==> src/rtl/button_step_conditioner_pkg.sv <==
// Shared types and defaults for the push-button step conditioner.
// Repeat FSM encoding, default timing and counter-width helper.
package button_step_conditioner_pkg;

  typedef enum logic [1:0] {
    IDLE   = 2'b00,
    HOLD   = 2'b01,
    REPEAT = 2'b10
  } rpt_state_t;

  localparam int DEF_DEBOUNCE   = 4;
  localparam int DEF_HOLD       = 20;
  localparam int DEF_REPEAT     = 8;
  localparam int DEF_REPEAT_EN  = 1;
  localparam int DEF_ACTIVE_LOW = 1;

  function automatic int cnt_w(input int n);
    return (n < 2) ? 1 : $clog2(n);
  endfunction

endpackage

==> src/rtl/button_step_conditioner_channel.sv <==
// One button channel: sync, debounce, edge detect, repeat FSM.
// Produces a one-cycle request per press plus repeat, and the held level.
module button_step_conditioner_channel
  import button_step_conditioner_pkg::*;
#(
  parameter int DEBOUNCE_CYCLES = DEF_DEBOUNCE,
  parameter int HOLD_CYCLES     = DEF_HOLD,
  parameter int REPEAT_CYCLES   = DEF_REPEAT,
  parameter int REPEAT_EN       = DEF_REPEAT_EN,
  parameter int BTN_ACTIVE_LOW  = DEF_ACTIVE_LOW
) (
  input  logic clk,
  input  logic rst,
  input  logic btn,
  output logic req,
  output logic held
);

  localparam int RMAX =
    (HOLD_CYCLES > REPEAT_CYCLES) ?
    HOLD_CYCLES : REPEAT_CYCLES;
  localparam int DW = cnt_w(DEBOUNCE_CYCLES);
  localparam int RW = cnt_w(RMAX);

  localparam logic IDLE_LVL = (BTN_ACTIVE_LOW != 0);
  localparam logic RPT      = (REPEAT_EN != 0);

  localparam logic [DW-1:0] DB_LAST =
    DW'(DEBOUNCE_CYCLES - 1);
  localparam logic [RW-1:0] HOLD_LAST =
    RW'(HOLD_CYCLES - 1);
  localparam logic [RW-1:0] REP_LAST =
    RW'(REPEAT_CYCLES - 1);

  logic [1:0]    sync;
  logic          pressed;
  logic [DW-1:0] cnt;
  logic          stable;
  logic          stable_q;
  logic          rise;

  rpt_state_t    state, state_n;
  logic [RW-1:0] rcnt, rcnt_n;
  logic          fresh;

  always_ff @(posedge clk or negedge rst) begin
    if (!rst) begin
      sync <= {2{IDLE_LVL}};
    end else begin
      sync <= {sync[0], btn};
    end
  end

  assign pressed = sync[1] ^ IDLE_LVL;

  always_ff @(posedge clk or negedge rst) begin
    if (!rst) begin
      cnt      <= '0;
      stable   <= 1'b0;
      stable_q <= 1'b0;
    end else begin
      stable_q <= stable;
      if (pressed == stable) begin
        cnt <= '0;
      end else if (cnt == DB_LAST) begin
        stable <= pressed;
        cnt    <= '0;
      end else begin
        cnt <= cnt + 1'b1;
      end
    end
  end

  assign rise = stable & ~stable_q;
  assign held = stable;

  always_ff @(posedge clk or negedge rst) begin
    if (!rst) begin
      state <= IDLE;
      rcnt  <= '0;
      fresh <= 1'b0;
    end else begin
      state <= state_n;
      rcnt  <= rcnt_n;
      fresh <= req;
    end
  end

  // The pulse cycle is not counted, so pulses
  // are always separated by at least one idle cycle.
  always_comb begin
    state_n = state;
    rcnt_n  = rcnt;
    req     = 1'b0;
    unique case (state)
      IDLE: begin
        if (rise) begin
          req     = 1'b1;
          state_n = HOLD;
          rcnt_n  = '0;
        end
      end
      HOLD: begin
        if (!stable) begin
          state_n = IDLE;
          rcnt_n  = '0;
        end else if (!fresh && RPT) begin
          if (rcnt == HOLD_LAST) begin
            req     = 1'b1;
            state_n = REPEAT;
            rcnt_n  = '0;
          end else begin
            rcnt_n = rcnt + 1'b1;
          end
        end
      end
      REPEAT: begin
        if (!stable) begin
          state_n = IDLE;
          rcnt_n  = '0;
        end else if (!fresh) begin
          if (rcnt == REP_LAST) begin
            req    = 1'b1;
            rcnt_n = '0;
          end else begin
            rcnt_n = rcnt + 1'b1;
          end
        end
      end
      default: begin
        state_n = IDLE;
        rcnt_n  = '0;
      end
    endcase
  end

endmodule

==> src/rtl/button_step_conditioner.sv <==
// Two-channel button front end for the up/down display counter.
// Collisions between same-cycle inc/dec requests drop both pulses.
module button_step_conditioner
  import button_step_conditioner_pkg::*;
#(
  parameter int DEBOUNCE_CYCLES = DEF_DEBOUNCE,
  parameter int HOLD_CYCLES     = DEF_HOLD,
  parameter int REPEAT_CYCLES   = DEF_REPEAT,
  parameter int REPEAT_EN       = DEF_REPEAT_EN,
  parameter int BTN_ACTIVE_LOW  = DEF_ACTIVE_LOW
) (
  input  logic clk,
  input  logic rst,
  input  logic btn_inc,
  input  logic btn_dec,
  output logic inc,
  output logic dec,
  output logic inc_held,
  output logic dec_held
);

  logic inc_req;
  logic dec_req;

  button_step_conditioner_channel #(
    .DEBOUNCE_CYCLES (DEBOUNCE_CYCLES),
    .HOLD_CYCLES     (HOLD_CYCLES),
    .REPEAT_CYCLES   (REPEAT_CYCLES),
    .REPEAT_EN       (REPEAT_EN),
    .BTN_ACTIVE_LOW  (BTN_ACTIVE_LOW)
  ) u_inc (
    .clk  (clk),
    .rst  (rst),
    .btn  (btn_inc),
    .req  (inc_req),
    .held (inc_held)
  );

  button_step_conditioner_channel #(
    .DEBOUNCE_CYCLES (DEBOUNCE_CYCLES),
    .HOLD_CYCLES     (HOLD_CYCLES),
    .REPEAT_CYCLES   (REPEAT_CYCLES),
    .REPEAT_EN       (REPEAT_EN),
    .BTN_ACTIVE_LOW  (BTN_ACTIVE_LOW)
  ) u_dec (
    .clk  (clk),
    .rst  (rst),
    .btn  (btn_dec),
    .req  (dec_req),
    .held (dec_held)
  );

  always_ff @(posedge clk or negedge rst) begin
    if (!rst) begin
      inc <= 1'b0;
      dec <= 1'b0;
    end else begin
      inc <= inc_req & ~dec_req;
      dec <= dec_req & ~inc_req;
    end
  end

endmodule

==> config.mk <==
export PLATFORM = sky130hd
export DESIGN_NAME = button_step_conditioner
export DESIGN_NICKNAME = d
export VERILOG_FILES = /design/src/rtl/button_step_conditioner_pkg.sv /design/src/rtl/button_step_conditioner_channel.sv /design/src/rtl/button_step_conditioner.sv
export SDC_FILE = /design/constraint.sdc
export NUM_CORES = 1
export LEC_CHECK = 0
export BUFFER_PORTS_ARGS = -buffer_cell sky130_fd_sc_hd__buf_4
export CORE_AREA = 2 2 55 67
export DETAILED_ROUTE_END_ITERATION = 12
export DIE_AREA = 0 0 57 69
export GPL_TIMING_DRIVEN = 0
export PLACE_DENSITY = 0.66
export SYNTH_ARGS = -nofsm -noshare
export SYNTH_HDL_FRONTEND = slang
export SYNTH_SLANG_ARGS = --single-unit
export TNS_END_PERCENT = 20
==> constraint.sdc <==
create_clock -name clk -period 3.9 [get_ports clk]
set_input_delay 0.78 -clock clk [delete_from_list [all_inputs] [get_ports clk]]
set_output_delay 0.78 -clock clk [all_outputs]
set_load 0.01 [all_outputs]
# --- Yosys cells after proc, flatten, opt, wreduce, memory -nomap -nowiden ---
# Cells that the tools add are included.
word_totals:
  reg_bits: 30
  latchBits: 0
  ramBits: 0
  mem_bits_ro: 0
  input_bits: 4
  output_inout_bits: 4
  wordCells: 110
  mem_count: 0
classes:
  addsub: 4
  n_mul: 0
  div_mod_pow: 0
  order_cmp: 0
  eq_ne: 22
  n_shift: 0
  mux: 48
  bitwise_logic: 12
  n_reduce_logical: 8
op_table:
  columns: ["op", "n"]
  rows:
  - ["two-way mux 5 bit", 14]
  - ["case mux 5 bit (3 select lines)", 2]
  - ["two-way mux 2 bit", 14]
  - ["!= test 3 bit, second input constant", 6]
  - ["two-way mux 1 bit", 14]
  - ["case mux 2 bit (3 select lines)", 2]
  - ["adder 5 x 1 -> 5 bit, second input constant", 2]
  - ["== test 5 x 3 -> 1 bit, second input constant", 2]
  - ["== test 5 bit, second input constant", 2]
  - ["== test 2 bit, second input constant", 4]
  - ["inverter 1 bit", 8]
  - ["AND reduction 4 bit", 2]
  - ["case mux 1 bit (3 select lines)", 2]
  - ["AND reduction 3 bit", 2]
  - ["adder 2 x 1 -> 2 bit, second input constant", 2]
  - ["AND 1 bit", 4]
  - ["== test 2 x 1 -> 1 bit, second input constant", 2]
  - ["zero test 2 bit", 2]
  - ["!= test 2 x 1 -> 1 bit, second input constant", 2]
  - ["!= test 2 bit, second input constant", 2]
  - ["AND reduction 2 bit", 2]
  - ["== test 1 bit", 2]

# --- Depth between registers and ports, before layout ---
# Gate-level depths: netlist of run 1.
logic_depth:
  depth_word: 7
  ltp_mapped: 6
  mapped_depth_nobuf: 6

# --- Cells and area by module ---
# From an unflattened synthesis of run 1, not the netlist that was laid out.
unflattened:
  hier_cells: 152
  hier_area_um2: 1664.1
by_module_without_submodules:
  columns: ["mod", "n_inst", "cells_per_inst", "area_per_inst_um2", "seq_area_each_um2"]
  rows:
  - ["button_step_conditioner_channel", 2, 74, 799.5, 352.8]
  - ["button_step_conditioner", 1, 4, 65.1, 50.0]

# --- Least setup slack after synthesis of run 1 ---
# No wires, ideal clock.
synth_path:
  path_type: "reg-to-reg"
  from: "register u_inc.rcnt[0]"
  to: "register u_inc.state[0]"
  setup_time_ns: 0.125
  arrival_time_ns: 1.368
  t_required_ns: 3.775
  setup_slack_ns: 2.407
  stages_incl_launch_ff: 5
  n_path_buf: 0
  synth_period_minus_slack_ns: 1.493
  path_cell_list: "dfrtp_1 ha_1 and4bb_4 o221ai_4 mux2_4"
synth_via:
  elab_chain_len: 3
synth_lines:
  columns: ["element", "line", "source"]
  rows:
  - ["start, declared", "button_step_conditioner_channel.sv:43", "logic [RW-1:0] rcnt, rcnt_n;"]
  - ["start signal, assigned", "button_step_conditioner_channel.sv:84", "rcnt <= rcnt_n;"]
  - ["== test 5 bit", "button_step_conditioner_channel.sv:108", "if (rcnt == HOLD_LAST) begin"]
  - ["!= test 3 bit (no source line)", null, null]
  - ["AND reduction 4 bit (no source line)", null, null]
  - ["end signal, assigned", "button_step_conditioner_channel.sv:83", "state <= state_n;"]
  - ["end, declared", "button_step_conditioner_channel.sv:42", "rpt_state_t state, state_n;"]
# No other way between the ends.
# A chain may end at the register's enable or synchronous reset.

# --- Worst setup path after layout of run 1 ---
layout_path:
  from: "register u_inc.stable, in the netlist u_inc.held"
  to: "output inc_held"
layout_lines:
  columns: ["element", "line", "source"]
  rows:
  - ["start, declared", "button_step_conditioner_channel.sv:38", "logic stable;"]
  - ["start signal, assigned", "button_step_conditioner_channel.sv:66", "stable <= pressed;"]
  - ["end, declared", "button_step_conditioner.sv:18", "output logic inc_held,"]
# No word-level cell between the ends.

==> results.ini, run 1 <==
[die]
dieArea_sq_um=3930
die_h_microns=69
core_region_area_sq_um=3280
die_w_microns=57
start_util_pct=48.7
pin_count=8
rows=23

[power]
fin_total_pwr_uw=1260
p_leak_uw=0.000857
p_per_area_nw_per_um2=702
vdd_drop_max_uv=449

[finish]
n_antenna_cell=0
fillers=297
nets=178
area_delta_synth_final_pct=12.1
stdcell_area_sq_um=1790
drive_gt1_share_pct=19.0

[critical_path]
worstSetupPathType=flip-flop to output port
reg2reg_from=u_inc.state[0]$_DFFE_PN0P_
startpoint=u_inc.held$_DFFE_PN0P_
start_kind=flip-flop
end_kind=output port
worstPathMaxFanout=9
crit_cells=1
slowest_stage=dfrtp_1
cp_data_arrival_time_ns=0.98
path_delay_family=flip-flops
slowest_delay_ns=0.51
rr_worst_depth=6
critPathBufInv=1
crit_required_ns=3.12
cp_cell_sequence=buf_4

[timing]
slew_headroom_pct=69.3
setup_ws_ns=2.14
finalSetupViolations=0
fin_hold_ws_ns=0.356
fin_crit_sh_pct=45.1
finalSetupTns_ns=0
fin_skew_ns=0.00662
hold_viol=0
finalCriticalPeriod_ns=1.76
rsz0062_at_grt=false
max_freq_mhz=569
worst_pin_slew_ns=0.460
maxSlewViolCount=0

[cts]
clock_latency_ns=0.29
clk_pin_slew_worst_paths_ns=0.06
root_buffer=clkbuf_8
tritoncts=built
cts.sinks=30
cts_made_buffers=5
ctsResizeCount=0
htree_num_levels=2
clk_path_buf_depth=2
ctsHoldBuffers=0
post-cts-setup-buffers=0

[job]
maxCapViolCount=0

[routing]
drt_iter0_drc=73
drt.antenna.violating_nets=0
remaining_drc_errors=0
wirelength_mm=2.84
num_vias=1127
vias_per_cell=5.64
drt-wirelength-per-cell_microns=14.2
firstDrtPassIters=5

[synthesis]
async_flop_share_pct=100
syn_nets=164
netlist.top_cell.by_area=dfrtp_1
ys_types=35
synthFlopType=dfrtp_1
ys_seq_elements=30
synth_seq_area_share_pct=47.3
synth_common_cells=dfrtp_1, nand3_1, nand2_1
synth_area_per_cell_sq_um=10.8
yosys.area.top_type_share_pct=40.7
synth_warnings=0
synth_area_leaders=dfrtp_1, ha_1, dfstp_2, nand3_1, nand2_1
syn-cell-area_sq_um=1600
synth.most_common_cell=dfrtp_1
postSynthCellCount=148
synth_edf_count=0

[grt]
grt_overflow=0
grt_use_total_pct=16.9
grt_pass1_wl_mm=5.24
grt_start_max_net_pins=31
grt_pass1_vias=1202
antenna_found_initial=0

[worst_hold_path]
hold_path.class=flip-flop to flip-flop
hold_path_depth=0
min_from=u_dec.sync[0]$_DFF_PN1_

[placed_design]
place_ws_ns=2.26
placed_cell_area_sq_um=1700
io_buffers=7
gp_congestion=0.773
dp.final_hpwl_mm=2.02

[status]
outcome=complete, no violations

## final cells by class
| class | count | area (sq um) | area share (%) |
|---|---|---|---|
| plain buffers | 1 | 7.51 | 0.419 |
| multi-input cells | 107 | 797 | 44.5 |
| well taps | 37 | 46.3 | 2.58 |
| repair buffers | 7 | 52.6 | 2.93 |
| inverters | 10 | 37.5 | 2.09 |
| clock buffers | 6 | 82.6 | 4.61 |
| flip-flops and latches | 30 | 756 | 42.2 |
| clock inverters | 2 | 12.5 | 0.698 |
## worst paths after layout
check                                             to  slack (ns)
setup / recovery                            inc_held        2.14
hold / removal               u_dec.sync[1]$_DFF_PN1_        0.36
setup reg to reg           u_inc.rcnt[2]$_DFFE_PN0P_        2.23
hold reg to reg              u_dec.sync[1]$_DFF_PN1_        0.36
max in group asynchronous    u_inc.sync[1]$_DFF_PN1_        3.17
min in group asynchronous  u_dec.rcnt[3]$_DFFE_PN0P_        0.41
## cells in the final DEF (no fill, tap or decap), types with 4 or more instances in the layout
| cell type | instances |
|---|---|
| a21oi_1 | 9 |
| buf_4 | 8 |
| clkbuf_8 | 6 |
| dfrtp_1 | 26 |
| dfstp_2 | 4 |
| ha_1 | 12 |
| inv_1 | 10 |
| nand2_1 | 13 |
| nand2b_1 | 6 |
| nand3_1 | 15 |
| nor2_1 | 5 |
| o21ai_1 | 7 |
## sequential cells by signal (all words and copies together), names as in the netlist
| register | count |
|---|---|
| u_inc.cnt | 2 |
| u_inc.fresh | 1 |
| u_inc.stable_q | 1 |
| u_dec.fresh | 1 |
| dec | 1 |
| u_dec.rcnt | 5 |
| u_inc.held | 1 |
| u_inc.rcnt | 5 |
| u_dec.state | 2 |
| u_inc.state | 2 |
| u_inc.sync | 2 |
| u_dec.sync | 2 |
| u_dec.stable_q | 1 |
| inc | 1 |
| u_dec.held | 1 |
| u_dec.cnt | 2 |
## metrics by stage
stage               cells  utilization, %
floorplan             148               -
global placement      192            51.7
detailed placement    192            51.7
CTS                   200            54.6
global route          200            54.6
finish                200            54.6
## where the power goes
| part | internal [uW] | leakage, uW | total (uW) | switching, uW |
|---|---|---|---|---|
| combinational | 233 | 0.000427 | 534 | 301 |
| sequential | 397 | 0.000383 | 462 | 64.9 |
| clock | 142 | 0.0000472 | 262 | 120 |
| total | 771 | 0.000857 | 1260 | 486 |
## routing by layer
layer / wire (microns) / track usage [%] / vias up
met5: 0 / 0 / -
met4: 53 / 8.27 / 0
met3: 163 / 5.82 / 5
met2: 1450 / 27.1 / 32
met1: 1170 / 20.0 / 539
li1: - / - / 551
## worst register-to-register path, stage by stage, from the launching register on
cell and delay, ns:
dfrtp_1 0.40, inv_1 0.08, ha_1 0.25, o211a_1 0.26, a21oi_1 0.38, nand4b_1 0.15, nand3_1 0.11
## kinds of logic (layout without fill, tap and decap cells)
family | count (synthesis) | in the layout | synth area share, %
adders and majority gates | 12 | 12 | 9.40
buffers and inverters | 11 | 26 | 2.82
muxes | 5 | 5 | 3.52
AOI/OAI and AO/OA | 30 | 30 | 13.9
and+or+nand+nor | 58 | 58 | 21.9
DFF | 30 | 30 | 47.3
xor gates and xnor gates | 2 | 2 | 1.10
No activity file was read; power rests on OpenSTA's default activity.
==> run 2: changes to the inputs <==
==> constraint.sdc (replaced) <==
create_clock -name clk -period 1.8 [get_ports clk]
set_input_delay 0.36 -clock clk [delete_from_list [all_inputs] [get_ports clk]]
set_output_delay 0.36 -clock clk [all_outputs]
set_load 0.01 [all_outputs]
==> results.ini, run 2 (synthesized netlist as in run 1, its figures left out) <==
[timing]
hold_viol=0
finalSetupViolations=0
slew_headroom_pct=69.9
fin_crit_sh_pct=92.6
maxSlewViolCount=0
max_freq_mhz=600
rsz0062_at_grt=false
finalSetupTns_ns=0
worst_pin_slew_ns=0.451
finalCriticalPeriod_ns=1.67
fin_skew_ns=0.00627

[placed_design]
gp_congestion=0.773
dp.final_hpwl_mm=2.02
io_buffers=7

[grt]
grt_pass1_wl_mm=5.24
antenna_found_initial=0
grt_use_total_pct=16.9
grt_start_max_net_pins=31
grt_overflow=0
grt_pass1_vias=1202

[routing]
drt-wirelength-per-cell_microns=14.2
vias_per_cell=5.60
num_vias=1125
firstDrtPassIters=6
drt_iter0_drc=55
drt.antenna.violating_nets=0
wirelength_mm=2.86
remaining_drc_errors=0

[critical_path]
cp_cell_sequence=inv_1, ha_1, o211a_1, a21oi_1, nand4b_1, nand3_1
slowest_stage=dfrtp_1
worstSetupPathType=flip-flop to flip-flop
slowest_delay_ns=0.40
crit_required_ns=2.02
start_kind=flip-flop
end_kind=flip-flop
worstPathMaxFanout=5
cp_data_arrival_time_ns=1.88
rrSetupSlack_ns=0.13

[finish]
register_area_sq_um=756
layout_commonest_cell=dfrtp_1
final_cell_mix=dfrtp_1, nand3_1, nand2_1, ha_1, inv_1
drive_gt1_share_pct=18.9
top_regs=u_dec.rcnt: 5 flops, u_inc.rcnt: 5 flops
area_delta_synth_final_pct=12.8
fillers=296
nets=179
n_antenna_cell=0
fin_util_pct=54.9
multiInputGateArea_sq_um=797

[cts]
htree_num_levels=2
cts.sinks=30
post-cts-setup-buffers=0
ctsHoldBuffers=1
root_buffer=clkbuf_8
clock_latency_ns=0.29
tritoncts=built
clk_pin_slew_worst_paths_ns=0.06
ctsResizeCount=0
clk_path_buf_depth=2
cts_made_buffers=5

[die]
rows=23
die_h_microns=69
die_w_microns=57
pin_count=8
dieArea_sq_um=3930
start_util_pct=48.7
core_region_area_sq_um=3280

[power]
p_switching_uw=1050
p_leak_uw=0.000861
p_sw_share_pct=38.6
p_seq_share_pct=36.8
p_int_uw=1670
vdd_drop_max_uv=971
fin_total_pwr_uw=2720
p_comb_share_pct=42.4
clockPowerShare_pct=20.8
p_per_area_nw_per_um2=1510

[status]
outcome=complete, no violations

[job]
maxCapViolCount=0

[worst_hold_path]
hold_path.class=input pin to flip-flop

[run 2: path summary, 6_finish.rpt]
check,from,endpoint,cells past startpoint
setup / recovery,u_inc.state[0]$_DFFE_PN0P_,u_inc.rcnt[2]$_DFFE_PN0P_,6
hold reg to reg,u_dec.sync[0]$_DFF_PN1_,u_dec.sync[1]$_DFF_PN1_,0
max in group asynchronous,rst,u_inc.sync[1]$_DFF_PN1_,2
hold / removal,btn_dec,u_dec.sync[0]$_DFF_PN1_,1
setup reg to reg,u_inc.state[0]$_DFFE_PN0P_,u_inc.rcnt[2]$_DFFE_PN0P_,6
min in group asynchronous,rst,u_dec.rcnt[3]$_DFFE_PN0P_,2
[run 2: final cells by class]
class	instances	share of cell area, %
Clock inverter	2	0.694
Buffer	1	0.417
Clock buffer	6	4.58
Multi-Input combinational cell	107	44.2
Tap cell	37	2.57
Inverter	10	2.08
Timing Repair Buffer	8	3.47
Sequential cell	30	41.9
[run 2: per-stage QoR]
| step | instance area (sq um) | setup slack, ns | cells | hold WS, ns |
|---|---|---|---|---|
| 2_1_floorplan | 1600 | 0.307 | 148 | 0.0644 |
| 3_3_place_gp | 1700 | 0.229 | 192 | 0.301 |
| 3_5_place_dp | 1700 | 0.160 | 192 | 0.307 |
| 4_1_cts | 1800 | 0.137 | 201 | 0.174 |
| 5_1_grt | 1800 | 0.0142 | 201 | 0.170 |
| 6_report | 1800 | 0.133 | 201 | 0.181 |
[run 2: power by group through the flow]
stage / clock network, uW / registers [uW] / logic [uW]
2_1_floorplan: 0 / 997 / 863
3_3_place_gp: 0 / 1000 / 1090
3_5_place_dp: 0 / 1010 / 1150
4_1_cts: 585 / 1000 / 1170
5_1_grt: 617 / 1040 / 1300
6_report: 566 / 1000 / 1160
[run 2: per-layer routing]
| metal | track usage (%) | vias to the layer above | part of all wire (%) | routed length [microns] |
|---|---|---|---|---|
| li1 | - | 553 | - | - |
| met5 | 0 | - | 0 | 0 |
| met1 | 20.0 | 538 | 42 | 1200 |
| met3 | 5.82 | 5 | 5.3 | 151 |
| met2 | 27.1 | 29 | 51 | 1460 |
| met4 | 8.27 | 0 | 1.7 | 50 |
[run 2: critical path: cells and delay by family (launching register included)]
| family | cells | cell delay [ns] |
|---|---|---|
| adder cells (fa/ha/maj) | 1 | 0.25 |
| flip-flops | 1 | 0.40 |
| AO/OA/AOI/OAI | 2 | 0.62 |
| AND/OR/NAND/NOR | 2 | 0.25 |
| buffers and inverters | 1 | 0.08 |
